## src/rtl/mul_vec_pkg.sv

```systemverilog
// Shared types and helpers for the sequential outer-product multiplier.
package mul_vec_pkg;

   typedef enum logic [1:0] {IDLE, RUN, DONE} state_t;

   localparam int SAT_WRAP = 0;
   localparam int SAT_SAT  = 1;

   // Index counter width: clog2(N*N), but never narrower than one bit.
   function automatic int idx_w(input int n);
      int w;
      w = $clog2(n * n);
      return (w < 1) ? 1 : w;
   endfunction

endpackage

```

## src/rtl/mul_vec_lane.sv

```systemverilog
// One unsigned WIDTH x WIDTH multiply followed by wrap or saturate narrowing.
module mul_vec_lane
   import mul_vec_pkg::*;
#(
   parameter int WIDTH = 16,
   parameter int SAT   = SAT_WRAP
) (
   input  logic [WIDTH-1:0] i_a,
   input  logic [WIDTH-1:0] i_b,
   output logic [WIDTH-1:0] o_p
);

   logic [2*WIDTH-1:0] w_full;

   function automatic logic [WIDTH-1:0] fit(input logic [2*WIDTH-1:0] p);
      if (SAT == SAT_SAT && |p[2*WIDTH-1:WIDTH]) begin
         return '1;
      end
      return p[WIDTH-1:0];
   endfunction

   assign w_full = {{WIDTH{1'b0}}, i_a} * {{WIDTH{1'b0}}, i_b};
   assign o_p    = fit(w_full);

endmodule

```

## src/rtl/mul_vec_outer_seq.sv

```systemverilog
// Outer product y[i*N+j] = a[i]*b[j], one product per cycle through a single shared lane.
module mul_vec_outer_seq
   import mul_vec_pkg::*;
#(
   parameter int N     = 2,
   parameter int WIDTH = 16,
   parameter int SAT   = SAT_WRAP
) (
   input  logic                   clk,
   input  logic                   rst,
   input  logic                   in_valid,
   output logic                   in_ready,
   input  logic [N*WIDTH-1:0]     a,
   input  logic [N*WIDTH-1:0]     b,
   output logic                   out_valid,
   input  logic                   out_ready,
   output logic [N*N*WIDTH-1:0]   y,
   output logic                   busy
);

   localparam int             NN     = N * N;
   localparam int             KW     = idx_w(N);
   localparam logic [KW-1:0]  K_LAST = KW'(NN - 1);

   state_t              r_state;
   state_t              w_state_nxt;
   logic [KW-1:0]       r_k;
   logic [N*WIDTH-1:0]  r_a;
   logic [N*WIDTH-1:0]  r_b;
   logic [NN*WIDTH-1:0] r_y;
   logic [KW-1:0]       w_i;
   logic [KW-1:0]       w_j;
   logic [WIDTH-1:0]    w_op_a;
   logic [WIDTH-1:0]    w_op_b;
   logic [WIDTH-1:0]    w_prod;
   logic                w_last;

   // k walks row-major: i selects the a element, j the b element.
   assign w_i    = KW'(int'(r_k) / N);
   assign w_j    = KW'(int'(r_k) % N);
   assign w_op_a = r_a[w_i*WIDTH +: WIDTH];
   assign w_op_b = r_b[w_j*WIDTH +: WIDTH];
   assign w_last = (r_k == K_LAST);

   mul_vec_lane #(
      .WIDTH (WIDTH),
      .SAT   (SAT)
   ) u_lane (
      .i_a (w_op_a),
      .i_b (w_op_b),
      .o_p (w_prod)
   );

   always_comb begin
      w_state_nxt = r_state;
      in_ready    = 1'b0;
      busy        = 1'b0;
      out_valid   = 1'b0;
      unique case (r_state)
         IDLE: begin
            in_ready = 1'b1;
            if (in_valid) w_state_nxt = RUN;
         end
         RUN: begin
            busy = 1'b1;
            if (w_last) w_state_nxt = DONE;
         end
         DONE: begin
            out_valid = 1'b1;
            if (out_ready) w_state_nxt = IDLE;
         end
         default: w_state_nxt = IDLE;
      endcase
   end

   always_ff @(posedge clk) begin
      if (rst) begin
         r_state <= IDLE;
         r_k     <= '0;
         r_a     <= '0;
         r_b     <= '0;
         r_y     <= '0;
      end else begin
         r_state <= w_state_nxt;
         if (r_state == IDLE && in_valid) begin
            r_a <= a;
            r_b <= b;
            r_k <= '0;
         end
         // Counter parks on the last index; the next accept re-zeroes it.
         if (r_state == RUN) begin
            r_y[r_k*WIDTH +: WIDTH] <= w_prod;
            if (!w_last) r_k <= r_k + KW'(1);
         end
      end
   end

   assign y = r_y;

endmodule

```

## config.mk

```make
export PLATFORM = sky130hd
export DESIGN_NAME = mul_vec_outer_seq
export DESIGN_NICKNAME = d
export VERILOG_FILES = /design/src/rtl/mul_vec_pkg.sv /design/src/rtl/mul_vec_lane.sv /design/src/rtl/mul_vec_outer_seq.sv
export SDC_FILE = /design/constraint.sdc
export NUM_CORES = 1
export LEC_CHECK = 0
export BUFFER_PORTS_ARGS = -buffer_cell sky130_fd_sc_hd__buf_2
export CAP_MARGIN = 30
export CORE_UTILIZATION = 40
export CTS_BUF_LIST = sky130_fd_sc_hd__clkbuf_8 sky130_fd_sc_hd__clkbuf_16
export DETAILED_ROUTE_END_ITERATION = 8
export PLACE_DENSITY_LB_ADDON = 0.12
export SYNTH_ARGS = -nofsm -noshare
export SYNTH_HDL_FRONTEND = slang
export SYNTH_SLANG_ARGS = --single-unit
```

## constraint.sdc

```tcl
create_clock -name clk -period 16.39 [get_ports clk]
set_input_delay 0.8195 -clock clk [delete_from_list [all_inputs] [get_ports clk]]
set_output_delay 0.8195 -clock clk [all_outputs]
set_load 0.01 [all_outputs]
```

==> impl_metrics.py <==
metrics = {
    "status": {
        "status": "complete, but fails checks",
        "violations": "design-rule violations",
    },
    "timing": {
        "fmax_ghz": 0.153,
        "slew_headroom": 0.376,
        "finalSetupViolCount": 0,
        "worstMarginPinSlew_ns": 0.937,
        "fin_skew_ns": 0.00836,
        "rsz0062_at_grt": "false",
        "min_period_over_period": 0.400,
        "report.final.slew_viol_count": 0,
        "finalHoldViolCount": 0,
        "holdWs_ns": 0.455,
        "period_needed_ns": 6.55,
        "setup_tns_ns": 0,
    },
    "drt": {
        "routed_via_density": 4.97,
        "wire_per_inst_um": 16.0,
        "dr.pass1.iters": 6,
        "drc": 3,
        "ant_nets": 0,
        "drtIter0Drc": 401,
        "wl_mm": 23.4,
        "vias": 7258,
    },
    "die": {
        "start_util": 0.411,
        "die_width_um": 152,
        "rows": 54,
        "dieArea_sq_um": 23200,
        "ioPinCount": 135,
        "core_area_sq_um": 22000,
        "die_h_um": 152,
    },
    "setup_path": {
        "slowest_delay_ns": 0.64,
        "reg2reg_slack_ns": 9.84,
        "end_kind": "flip-flop",
        "path_class": "flip-flop to flip-flop",
        "worst_ep_arrival_time_ns": 6.81,
        "required_ns": 16.65,
        "cpMaxStageDelayCell": "mux2i_2",
        "critPathLaunchType": "flip-flop",
        "path_cells": "buf_4, mux2i_2, nor2_1, fa_1, inv_1, fa_1, inv_1, fa_1, fa_1, inv_1, fa_1, fa_1, xnor2_1, xnor2_1, xnor2_1, xnor2_1, xnor3_1, xnor2_1, xnor2_1, o22ai_1",
        "crit_fanout": 27,
    },
    "global_routing": {
        "grt_pass1_wl_mm": 38.9,
        "antenna_found_initial": 0,
        "groute.usage.overall": 0.213,
        "gr-total-overflow": 0,
        "grt_max_degree": 93,
        "grt_pass1_vias": 7277,
    },
    "placed_design": {
        "place_area_sq_um": 9950,
        "gp_congestion": 0.844,
        "dp_hpwl_mm": 17.6,
        "io_buffer_count": 134,
    },
    "power_and_ir_drop": {
        "seqPwrFrac": 0.385,
        "fin_total_pwr_uw": 884,
        "combinationalPowerShare": 0.164,
        "p_per_area_nw_per_um2": 83.7,
        "clkPwrFrac": 0.451,
        "peakVddDrop_mv": 0.0584,
        "switching_share": 0.303,
        "power_leakage_uw": 0.00473,
        "internal_power_uw": 616,
        "switchingPower_uw": 268,
    },
    "clock_tree": {
        "tritoncts": "yes",
        "insertion_delay_ns": 0.42,
        "postCtsSetupBuffers": 0,
        "root_buffer": "clkbuf_16",
        "cts.path.max_buffers": 2,
        "cts-resized-gates": 0,
        "path_clk_slew_ns": 0.07,
        "numCtsBuffers": 17,
        "cts_sinks": 132,
        "cts_hold_buf": 0,
        "cts-htree-levels": 4,
    },
    "cells_and_area": {
        "fill_cells": 2175,
        "nets": 1371,
        "final-seq-area_sq_um": 2640,
        "area_growth_syn_to_layout_pct": 17.1,
        "multi_input_area_sq_um": 5690,
        "postLayoutCellArea_sq_um": 10600,
        "n_antenna_cell": 0,
        "drive_gt1_frac": 0.185,
    },
    "yosys": {
        "synth_edf_count": 0,
        "syn_area_sq_um": 9020,
        "avgSynthCellArea_sq_um": 8.63,
        "synth.distinct_cells": 46,
        "ys_ff_latch": 132,
        "synthFlopType": "dfxtp_1",
        "syn_inst": 1046,
        "syn_nets": 1249,
        "async_flop_share": 0,
        "yosysSeqAreaShare": 0.293,
        "yosysWarnings": 0,
    },
    "hold_path": {
        "hold_path.class": "flip-flop to flip-flop",
    },
    "job": {
        "cap_viol_max_count": 0,
    },
}
## cells by family after synthesis
family	count (synthesis)	share of synthesized area
and+or+nand+nor	373	0.171
buffers and inverters	171	0.0772
AOI/OAI and AO/OA	154	0.107
adders and majority gates	135	0.254
DFF	132	0.293
muxes	44	0.0595
xor gates and xnor gates	37	0.0383
## per-stage QoR
step	utilization	instances	setup WS, ns
6_report	0.481	1461	9.84
5_1_grt	0.481	1461	9.31
4_1_cts	0.481	1461	9.81
3_5_place_dp	0.453	1429	9.80
3_3_place_gp	0.452	1426	9.82
2_1_floorplan	-	1046	10.23
## worst paths after layout
path,startpoint,endpoint,cells after the start
setup / recovery,r_k[1],y[47],20
hold / removal,r_a[30],r_a[30],2
setup reg to reg,r_k[1],y[47],20
hold reg to reg,r_a[30],r_a[30],2
## cells in the mapped netlist (all sizes together) (6+ instances only)
master  instances  area (sq um)
buf             6          77.6
nor2b           6          37.5
inv           124           465
mux2           15           173
or2             7          43.8
clkbuf         41           154
nand2         169           634
nand2b         19           119
xnor2          28           253
a21oi          74           370
nor2          153           584
a22oi          58           435
xor2            8          70.1
mux2i          29           364
fa             80          1600
ha             55           688
dfxtp         132          2640
## power groups by stage
stage	Clock (uW)	Combinational, uW	Sequential (uW)
6_report	399	145	340
5_1_grt	422	163	341
4_1_cts	409	147	340
3_5_place_dp	0	146	347
3_3_place_gp	0	145	347
2_1_floorplan	0	101	346
## area by class of cell
cell class / count / share of cell area
Sequential cell: 132 / 0.250
Tap cell: 280 / 0.0332
Inverter: 124 / 0.0441
Clock inverter: 15 / 0.0179
Timing Repair Buffer: 150 / 0.0755
Multi-Input combinational cell: 743 / 0.539
Clock buffer: 17 / 0.0403
## metal layers
metal / global-route usage / up-vias / share of wire
met4: 0.0758 / 0 / 0.021
met5: 0 / - / 0
met1: 0.300 / 3440 / 0.49
met3: 0.0321 / 36 / 0.044
li1: - / 3587 / -
met2: 0.332 / 195 / 0.45
## registers in the layout, summed over array words and instances, names as in the netlist
name / count
r_k: 2
r_a: 32
r_state: 2
y: 64
r_b: 32
## cell usage in the layout (no fill, tap or decap), types with 16 or more instances in the layout
cell         n
nand2_1    168
nor2_1     151
buf_2      133
dfxtp_1    132
inv_1      123
fa_1        80
a21oi_1     74
a22oi_1     58
ha_1        55
xnor2_1     27
mux2i_1     21
nand2b_1    19
clkbuf_16   17
buf_4       16
## critical path: cells and delay by family, from the launching register on
family	cells	cell delay [ns]
fa+ha+maj	6	2.96
xor+xnor	7	1.61
mux	1	0.64
buf+inv	4	0.55
flops	1	0.30
compound gates	1	0.15
simple gates	1	0.14
No activity file was read; power rests on OpenSTA's default activity.
